[src/rtl/sram_burst_controller_if.sv]
// Bus-side request/write/read channels plus the SRAM macro pins
// for the burst controller.
interface sram_burst_controller_if #(
  parameter int DATA_WIDTH = 32,
  parameter int ADDR_WIDTH = 8,
  parameter int LEN_WIDTH  = 4
);
  logic                  Req_Valid;
  logic                  Req_Ready;
  logic                  Req_Write;
  logic [ADDR_WIDTH-1:0] Req_Address;
  logic [LEN_WIDTH-1:0]  Req_Length;
  logic [DATA_WIDTH-1:0] Wr_Data;
  logic                  Wr_Valid;
  logic                  Wr_Ready;
  logic [DATA_WIDTH-1:0] Rd_Data;
  logic                  Rd_Valid;
  logic                  Rd_Last;
  logic                  Rd_Ready;
  logic                  Busy;
  logic                  Done;
  logic [ADDR_WIDTH-1:0] Sram_Address;
  logic [DATA_WIDTH-1:0] Sram_Write_Data;
  logic [DATA_WIDTH-1:0] Sram_Read_Data;
  logic                  Sram_Write_Enable;
  logic                  Sram_Read_Enable;

  modport master (
    output Req_Valid, Req_Write, Req_Address, Req_Length,
    output Wr_Data, Wr_Valid, Rd_Ready, Sram_Read_Data,
    input  Req_Ready, Wr_Ready, Rd_Data, Rd_Valid, Rd_Last,
    input  Busy, Done, Sram_Address, Sram_Write_Data,
    input  Sram_Write_Enable, Sram_Read_Enable
  );

  modport slave (
    input  Req_Valid, Req_Write, Req_Address, Req_Length,
    input  Wr_Data, Wr_Valid, Rd_Ready, Sram_Read_Data,
    output Req_Ready, Wr_Ready, Rd_Data, Rd_Valid, Rd_Last,
    output Busy, Done, Sram_Address, Sram_Write_Data,
    output Sram_Write_Enable, Sram_Read_Enable
  );
endinterface

[src/rtl/sram_burst_controller.sv]
// Burst initiator for a negedge-sampling single-port SRAM.
// Writes stream 1 word/cycle; reads return 1 beat per 2 cycles.
module sram_burst_controller #(
  parameter int DATA_WIDTH = 32,
  parameter int ADDR_WIDTH = 8,
  parameter int LEN_WIDTH  = 4
) (
  input  logic                  Clk_In,
  input  logic                  Reset_In,
  sram_burst_controller_if.slave bus
);

  localparam logic [2:0] IDLE     = 3'd0;
  localparam logic [2:0] WR       = 3'd1;
  localparam logic [2:0] WR_FLUSH = 3'd2;
  localparam logic [2:0] RD_CAPT  = 3'd3;
  localparam logic [2:0] RD_PRES  = 3'd4;

  logic [2:0]            state;
  logic [ADDR_WIDTH-1:0] addr;
  logic [LEN_WIDTH-1:0]  cnt;
  logic [LEN_WIDTH-1:0]  len;
  logic [DATA_WIDTH-1:0] rd_data;
  logic                  rd_valid;
  logic                  rd_last;
  logic                  done;
  logic [ADDR_WIDTH-1:0] sram_addr;
  logic [DATA_WIDTH-1:0] sram_wdata;
  logic                  we;
  logic                  re;
  logic                  last;

  assign last = (cnt == len);

  assign bus.Req_Ready         = (state == IDLE);
  assign bus.Wr_Ready          = (state == WR);
  assign bus.Busy              = (state != IDLE);
  assign bus.Done              = done;
  assign bus.Rd_Data           = rd_data;
  assign bus.Rd_Valid          = rd_valid;
  assign bus.Rd_Last           = rd_last;
  assign bus.Sram_Address      = sram_addr;
  assign bus.Sram_Write_Data   = sram_wdata;
  assign bus.Sram_Write_Enable = we;
  assign bus.Sram_Read_Enable  = re;

  always_ff @(posedge Clk_In) begin
    if (Reset_In) begin
      state      <= IDLE;
      addr       <= '0;
      cnt        <= '0;
      len        <= '0;
      rd_data    <= '0;
      rd_valid   <= 1'b0;
      rd_last    <= 1'b0;
      done       <= 1'b0;
      sram_addr  <= '0;
      sram_wdata <= '0;
      we         <= 1'b0;
      re         <= 1'b0;
    end else begin
      done <= 1'b0;
      case (state)
        IDLE: begin
          if (bus.Req_Valid) begin
            addr <= bus.Req_Address;
            len  <= bus.Req_Length;
            cnt  <= '0;
            if (bus.Req_Write) begin
              state <= WR;
            end else begin
              sram_addr <= bus.Req_Address;
              re        <= 1'b1;
              state     <= RD_CAPT;
            end
          end
        end
        WR: begin
          if (bus.Wr_Valid) begin
            sram_wdata <= bus.Wr_Data;
            sram_addr  <= addr;
            we         <= 1'b1;
            addr       <= addr + 1'b1;
            cnt        <= cnt + 1'b1;
            if (last) state <= WR_FLUSH;
          end else begin
            we <= 1'b0;
          end
        end
        // last word is committed by the SRAM during this cycle
        WR_FLUSH: begin
          we    <= 1'b0;
          done  <= 1'b1;
          state <= IDLE;
        end
        RD_CAPT: begin
          rd_data  <= bus.Sram_Read_Data;
          rd_valid <= 1'b1;
          rd_last  <= last;
          re       <= 1'b0;
          state    <= RD_PRES;
        end
        RD_PRES: begin
          if (bus.Rd_Ready) begin
            rd_valid <= 1'b0;
            if (last) begin
              done  <= 1'b1;
              state <= IDLE;
            end else begin
              addr      <= addr + 1'b1;
              sram_addr <= addr + 1'b1;
              cnt       <= cnt + 1'b1;
              re        <= 1'b1;
              state     <= RD_CAPT;
            end
          end
        end
        default: state <= IDLE;
      endcase
    end
  end

endmodule

[src/flat_wrapper.sv]
// flat-port wrapper written by rule: the top's interface ports become plain ports
module sram_burst_controller_flat 
#(
  parameter int DATA_WIDTH = 32,
  parameter int ADDR_WIDTH = 8,
  parameter int LEN_WIDTH  = 4
)
  (Clk_In, Reset_In, bus_Req_Valid, bus_Req_Write, bus_Req_Address, bus_Req_Length, bus_Wr_Data, bus_Wr_Valid, bus_Rd_Ready, bus_Sram_Read_Data, bus_Req_Ready, bus_Wr_Ready, bus_Rd_Data, bus_Rd_Valid, bus_Rd_Last, bus_Busy, bus_Done, bus_Sram_Address, bus_Sram_Write_Data, bus_Sram_Write_Enable, bus_Sram_Read_Enable);
  sram_burst_controller_if #(.DATA_WIDTH(DATA_WIDTH), .ADDR_WIDTH(ADDR_WIDTH), .LEN_WIDTH(LEN_WIDTH)) bus_i ();
  input  logic Clk_In;
  input  logic Reset_In;
  input wire logic [$bits(bus_i.Req_Valid)-1:0] bus_Req_Valid;
  input wire logic [$bits(bus_i.Req_Write)-1:0] bus_Req_Write;
  input wire logic [$bits(bus_i.Req_Address)-1:0] bus_Req_Address;
  input wire logic [$bits(bus_i.Req_Length)-1:0] bus_Req_Length;
  input wire logic [$bits(bus_i.Wr_Data)-1:0] bus_Wr_Data;
  input wire logic [$bits(bus_i.Wr_Valid)-1:0] bus_Wr_Valid;
  input wire logic [$bits(bus_i.Rd_Ready)-1:0] bus_Rd_Ready;
  input wire logic [$bits(bus_i.Sram_Read_Data)-1:0] bus_Sram_Read_Data;
  output wire logic [$bits(bus_i.Req_Ready)-1:0] bus_Req_Ready;
  output wire logic [$bits(bus_i.Wr_Ready)-1:0] bus_Wr_Ready;
  output wire logic [$bits(bus_i.Rd_Data)-1:0] bus_Rd_Data;
  output wire logic [$bits(bus_i.Rd_Valid)-1:0] bus_Rd_Valid;
  output wire logic [$bits(bus_i.Rd_Last)-1:0] bus_Rd_Last;
  output wire logic [$bits(bus_i.Busy)-1:0] bus_Busy;
  output wire logic [$bits(bus_i.Done)-1:0] bus_Done;
  output wire logic [$bits(bus_i.Sram_Address)-1:0] bus_Sram_Address;
  output wire logic [$bits(bus_i.Sram_Write_Data)-1:0] bus_Sram_Write_Data;
  output wire logic [$bits(bus_i.Sram_Write_Enable)-1:0] bus_Sram_Write_Enable;
  output wire logic [$bits(bus_i.Sram_Read_Enable)-1:0] bus_Sram_Read_Enable;
  assign bus_i.Req_Valid = bus_Req_Valid;
  assign bus_i.Req_Write = bus_Req_Write;
  assign bus_i.Req_Address = bus_Req_Address;
  assign bus_i.Req_Length = bus_Req_Length;
  assign bus_i.Wr_Data = bus_Wr_Data;
  assign bus_i.Wr_Valid = bus_Wr_Valid;
  assign bus_i.Rd_Ready = bus_Rd_Ready;
  assign bus_i.Sram_Read_Data = bus_Sram_Read_Data;
  assign bus_Req_Ready = bus_i.Req_Ready;
  assign bus_Wr_Ready = bus_i.Wr_Ready;
  assign bus_Rd_Data = bus_i.Rd_Data;
  assign bus_Rd_Valid = bus_i.Rd_Valid;
  assign bus_Rd_Last = bus_i.Rd_Last;
  assign bus_Busy = bus_i.Busy;
  assign bus_Done = bus_i.Done;
  assign bus_Sram_Address = bus_i.Sram_Address;
  assign bus_Sram_Write_Data = bus_i.Sram_Write_Data;
  assign bus_Sram_Write_Enable = bus_i.Sram_Write_Enable;
  assign bus_Sram_Read_Enable = bus_i.Sram_Read_Enable;
  sram_burst_controller #(.DATA_WIDTH(DATA_WIDTH), .ADDR_WIDTH(ADDR_WIDTH), .LEN_WIDTH(LEN_WIDTH)) u_core (.Clk_In(Clk_In), .Reset_In(Reset_In), .bus(bus_i));
endmodule
[config.mk]
export PLATFORM = sky130hd
export DESIGN_NAME = sram_burst_controller_flat
export DESIGN_NICKNAME = d
export VERILOG_FILES = /design/src/rtl/sram_burst_controller_if.sv /design/src/rtl/sram_burst_controller.sv /design/src/flat_wrapper.sv
export SDC_FILE = /design/constraint.sdc
export NUM_CORES = 1
export LEC_CHECK = 0
export ABC_AREA = 1
export ABC_CLOCK_PERIOD_IN_PS = 3000
export CORE_MARGIN = 5
export CORE_UTILIZATION = 29
export DETAILED_ROUTE_END_ITERATION = 10
export GPL_ROUTABILITY_DRIVEN = 0
export GPL_TIMING_DRIVEN = 0
export HOLD_SLACK_MARGIN = 0.12
export PLACE_DENSITY = 0.62
export SETUP_SLACK_MARGIN = 0.5
export SLEW_MARGIN = 20
export SYNTH_ARGS = -nofsm -noshare
export SYNTH_HDL_FRONTEND = slang
export SYNTH_SLANG_ARGS = --single-unit
[constraint.sdc]
create_clock -name Clk_In -period 3 [get_ports Clk_In]
set_input_delay 0.3 -clock Clk_In [delete_from_list [all_inputs] [get_ports Clk_In]]
set_output_delay 0.3 -clock Clk_In [all_outputs]
set_load 0.02 [all_outputs]
# After elaboration in Yosys (flattened, before gate mapping)

Cells that the tools add are included.

Bits in registers: 96
Input port bits: 82
Output and inout port bits: 80
Word-level logic and storage cells: 71

Add/sub/neg operators: 2
Eq/ne operators: 11
Mux-type cells: 33
Reductions and logical operators: 13

Operators by type and width:

| kind                | count |
|---|---|
| $mux 8              | 7 |
| $pmux 8 s3          | 2 |
| $mux 4              | 4 |
| $mux 3              | 4 |
| $pmux 3 s4          | 1 |
| $pmux 4 s3          | 1 |
| $ne 2x2->1 const B  | 5 |
| $reduce_and 5->1    | 2 |
| $reduce_bool 3->1   | 3 |
| $add 8x1->8 const B | 1 |
| $mux 1              | 8 |
| $eq 3x2->1 const B  | 2 |
| $pmux 1 s2          | 3 |
| $reduce_and 2->1    | 3 |
| $reduce_and 6->1    | 1 |
| $add 4x1->4 const B | 1 |
| $eq 4x4->1          | 1 |
| $mux 2              | 2 |
| $reduce_and 4->1    | 1 |
| $reduce_bool 2->1   | 2 |
| $eq 3x1->1 const B  | 1 |
| $eq 3x3->1 const B  | 1 |
| $logic_not 3->1     | 1 |
| $pmux 1 s3          | 1 |
| $ne 2x1->1 const B  | 1 |

# Depth between registers and ports, before layout

Depth in word-level cells: 4
Gate-level depth with buffers: 10

# Least setup slack after synthesis

OpenSTA, ideal clock, no wires.

Path type: flip-flop to flip-flop
From: reg u_core.state[0]
To: reg u_core.sram_addr[6], in the netlist u_core.bus.Sram_Address[6]
Setup time: 0.113 ns
Arrival time: 1.290 ns
Data required time: 2.887 ns
Slack: 1.598 ns
Stages on the path, launching flop included: 10
Path buffers: 1
Cell sequence: dfxtp_1 nor2_4 nand2_2 inv_2 nand2_1 nand3_2 buf_6 nand2_1 nand2_1 nor2_1

Cells in the longest elaborated chain, start to end: 3

Ends and longest elaborated chain:

| what                                                             | line                         | text |
|---|---|---|
| start, declared                                                  | sram_burst_controller.sv:19  | `logic [2:0] state;` |
| start signal, assigned                                           | sram_burst_controller.sv:49  | `state <= IDLE;` |
| start signal, assigned                                           | sram_burst_controller.sv:70  | `state <= WR;` |
| start signal, assigned                                           | sram_burst_controller.sv:74  | `state <= RD_CAPT;` |
| $logic_not 3->1 (*)                                              | n/a                          |  |
| via bus_Req_Ready                                                | flat_wrapper.sv:20           | `output wire logic [$bits(bus_i.Req_Ready)-1:0] bus_Req_Ready;` |
| $ne 2x2->1 (no source line) or $reduce_bool 3->1 (tied branches) | n/a                          |  |
| $reduce_and 6->1 (no source line)                                | n/a                          |  |
| end signal, assigned                                             | sram_burst_controller.sv:72  | `sram_addr <= bus.Req_Address;` |
| end signal, assigned                                             | sram_burst_controller.sv:81  | `sram_addr <= addr;` |
| end signal, assigned                                             | sram_burst_controller.sv:111 | `sram_addr <= addr + 1'b1;` |
| end, declared                                                    | sram_burst_controller.sv:27  | `logic [ADDR_WIDTH-1:0] sram_addr;` |

The timed path passes the listed nets; every way through them passes the cells marked *.
A chain may end at the register's enable or synchronous reset.

# Final worst setup path

From: reg u_core.state[0]
To: out bus_Wr_Ready

Cells in the longest elaborated chain, start to end: 1

Ends and longest elaborated chain:

| what          | line                        | text |
|---|---|---|
| $eq 3x1->1    | sram_burst_controller.sv:36 | `assign bus.Wr_Ready = (state == WR);` |
| end, declared | flat_wrapper.sv:21          | `output wire logic [$bits(bus_i.Wr_Ready)-1:0] bus_Wr_Ready;` |

Every way passes these cells.

==> summary.txt <==
Critical path
  – Required time of the critical path: 2.70 ns
  – Crit end category: output port
  – Critical Path AT: 2.10 ns
  – CP peak stage delay: about 0.63 ns
  – Crit path cell chain: inv_1 > nor2_2 > nand2_2 > inv_2 > clkdlybuf4s50_1
  – Largest fanout on the critical path: 7
  – Crit path max-delay cell type: clkdlybuf4s50_1
  – Setup crit start kind: flop
  – Critical path class: flop to output port

Global route
  – Antenna violations before repair: 0
  – Gr usage total: 0.1505
  – Largest net degree at the start of global routing: 19
  – Vias in the first global route: around 4000
  – Global-route wire length before repair: between 20 and 25 mm
  – GRT overflow: 0

Clock network
  – CTS H-tree lvls: 3
  – CTS tree: done
  – Total CTS buffers: 9
  – Root Driver: clkbuf_16
  – CTS max path bufs: 2
  – Clk pin slew, worst setup/hold paths: approximately 0.07 ns
  – Post-cts repair resize count: 0
  – Cts-stage hold buffer count: 0
  – Worst-skew pair later-pin latency: ~0.35 ns
  – Post-CTS Setup Bufs: 0
  – CTS Sinks: 96

Timing
  – RSZ-0062 raised after global routing: no
  – Final Skew: 0.007882 ns
  – Final Cycle Share: 0.8007
  – Setup TNS: 0 ns
  – Setup WS post-layout: 0.5979 ns
  – Setup violators final: 0
  – Worst slew pin tran: roughly 0.45 ns
  – Slew Limit Headroom: 0.6986
  – Min cycle time layout: 2.402 ns
  – F_max: between 0.4 and 0.5 GHz
  – Hold violation count in the final report: 0
  – Slew Viols, Final: 0

Drt
  – Total Wirelength: around 13 mm
  – First-pass DRT Iterations: 4
  – DR vias: about 4200
  – Drt initial violations: 223
  – Via density per instance: 4.501
  – DRC viols: 0
  – Post-route ant nets: 0
  – Avg WL per Cell: 13.48 microns

Floorplan
  – Core ar.: 0.01388 sq mm
  – # rows: 43
  – I/O pin cnt: 162
  – Die X: between 100 and 150 microns
  – Die Y: ~130 microns
  – Die area: ~0.017 sq mm
  – Initial Util: 0.2951

Finish
  – Register area: roughly 0.0019 sq mm
  – Fillers: ~1400
  – Commonest cells after routing, fill and taps aside: nor2_1, clkdlybuf4s50_1, dfxtp_1
  – Ant diodes: 0
  – Layout cells sized above 1: 0.07181
  – Multi-input logic area: approximately 0.0019 sq mm
  – Most common cell after layout, fill and taps aside: nor2_1
  – Nets: between 800 and 900
  – Final instance area: about 0.0062 sq mm
  – Area growth syn-to-layout: 51.83%

Yosys
  – Number of synthesized register bits: 96
  – Post-synthesis cell type count: 30
  – Avg Cell Area, Syn: around 7.1 sq um
  – Synth Warn #: 0
  – Cells after Synth: between 500 and 600
  – Mapped Area: between 0.004 and 0.005 sq mm
  – Mapped Nets: 659
  – Sequential area share after synthesis: 0.4692

Hold path
  – Hold WC Path Type: flop to flop

Power
  – Leak: approximately 2.6 nW
  – Pwr dens: roughly 850 mW/mm^2
  – Design Power: between 5 and 6 mW
  – Max IR drop VDD: 0.0003663 V

Flow run
  – Max-cap violation count: 0

Placement
  – Pre-CTS WS: around 0.97 ns
  – HPWL reported at the end of detailed placement: ~9.6 mm
  – Placed Area: around 0.0059 sq mm
  – Number of port buffers: approximately 160

Run status
  – Outcome: completed
metal layers:
layer  share of wire  GRT usage  wire length (microns)
met1            0.43     0.1799                   5443
met2            0.45     0.2439                   5635
met3           0.099    0.05895                   1244
met4           0.019    0.05744                    245
met5               0          0                      0
through the flow:
stage / hold WS (ns) / util / std cells
after floorplan: 0.3691 / - / 575
after global placement: 0.4417 / 0.4274 / 916
after global routing: 0.4982 / 0.4481 / 932
final: 0.4643 / 0.4481 / 932
after CTS: 0.4677 / 0.4481 / 932
after detailed placement: 0.4564 / 0.4274 / 916
cell families (layout without fill, tap and decap cells):
family,after synthesis,count (layout),synth area share
AND/OR/NAND/NOR,304,304,0.3158
AO/OA/AOI/OAI,102,102,0.1277
flip-flops,96,96,0.4692
buffers and inverters,69,246,0.07697
adder cells (fa/ha/maj),2,2,0.006108
XOR/XNOR,2,2,0.004277
Yosys cell counts (all sizes together):
| library cell | n | share of area |
|---|---|---|
| a211oi | 1 | 0.0018 |
| a21oi | 17 | 0.021 |
| buf | 12 | 0.025 |
| clkbuf | 12 | 0.011 |
| clkinv | 1 | 0.00092 |
| dfxtp | 96 | 0.47 |
| ha | 2 | 0.0061 |
| inv | 44 | 0.040 |
| nand2 | 82 | 0.079 |
| nand3 | 23 | 0.038 |
| nand3b | 1 | 0.0018 |
| nand4 | 4 | 0.0061 |
| nor2 | 192 | 0.19 |
| nor3 | 1 | 0.0012 |
| o211ai | 3 | 0.0055 |
| o21ai | 80 | 0.098 |
| o21bai | 1 | 0.0018 |
| or2 | 1 | 0.0015 |
| xor2 | 2 | 0.0043 |
state kept, by name, summed over array words and instances, names as in the netlist:
name	cells
u_core.cnt	4
u_core.state	3
u_core.bus.Sram_Write_Enable	1
u_core.bus.Rd_Data	32
u_core.len	4
u_core.bus.Sram_Address	8
u_core.bus.Rd_Valid	1
u_core.bus.Done	1
u_core.bus.Sram_Read_Enable	1
u_core.bus.Sram_Write_Data	32
u_core.bus.Rd_Last	1
u_core.addr	8
cell type report:
cell class,count,area share
timing repair buffer,161,0.2591
clock buffer,9,0.03621
buffer,24,0.02354
clock inverter,7,0.009857
sequential,96,0.3090
inverter,45,0.02716
tap,180,0.03621
multi-input combinational,410,0.2989
path summary, 6_finish.rpt:
| kind | slack [ns] | endpoint | cells past startpoint | from |
|---|---|---|---|---|
| setup / recovery | 0.60 | bus_Wr_Ready | 5 | u_core.state[0] |
| hold / removal | 0.46 | u_core.bus.Sram_Read_Enable | 2 | u_core.bus.Sram_Read_Enable |
| setup reg to reg | 1.33 | u_core.bus.Sram_Write_Data[25] | 8 | u_core.state[0] |
| hold reg to reg | 0.46 | u_core.bus.Sram_Read_Enable | 2 | u_core.bus.Sram_Read_Enable |
critical path, delay by kind of cell (launching register included):
kind	cells	cell delay, ns
flip-flops	1	0.44
buffers and inverters	3	0.91
AND/OR/NAND/NOR	2	0.40
power breakdown:
group | leakage [nW] | switching (mW) | internal, mW
sequential | 0.784 | 0.228 | 1.61
combinational | 1.65 | 1.35 | 0.973
clock | 0.141 | 0.552 | 0.582
(Power assumes the default switching activity.)
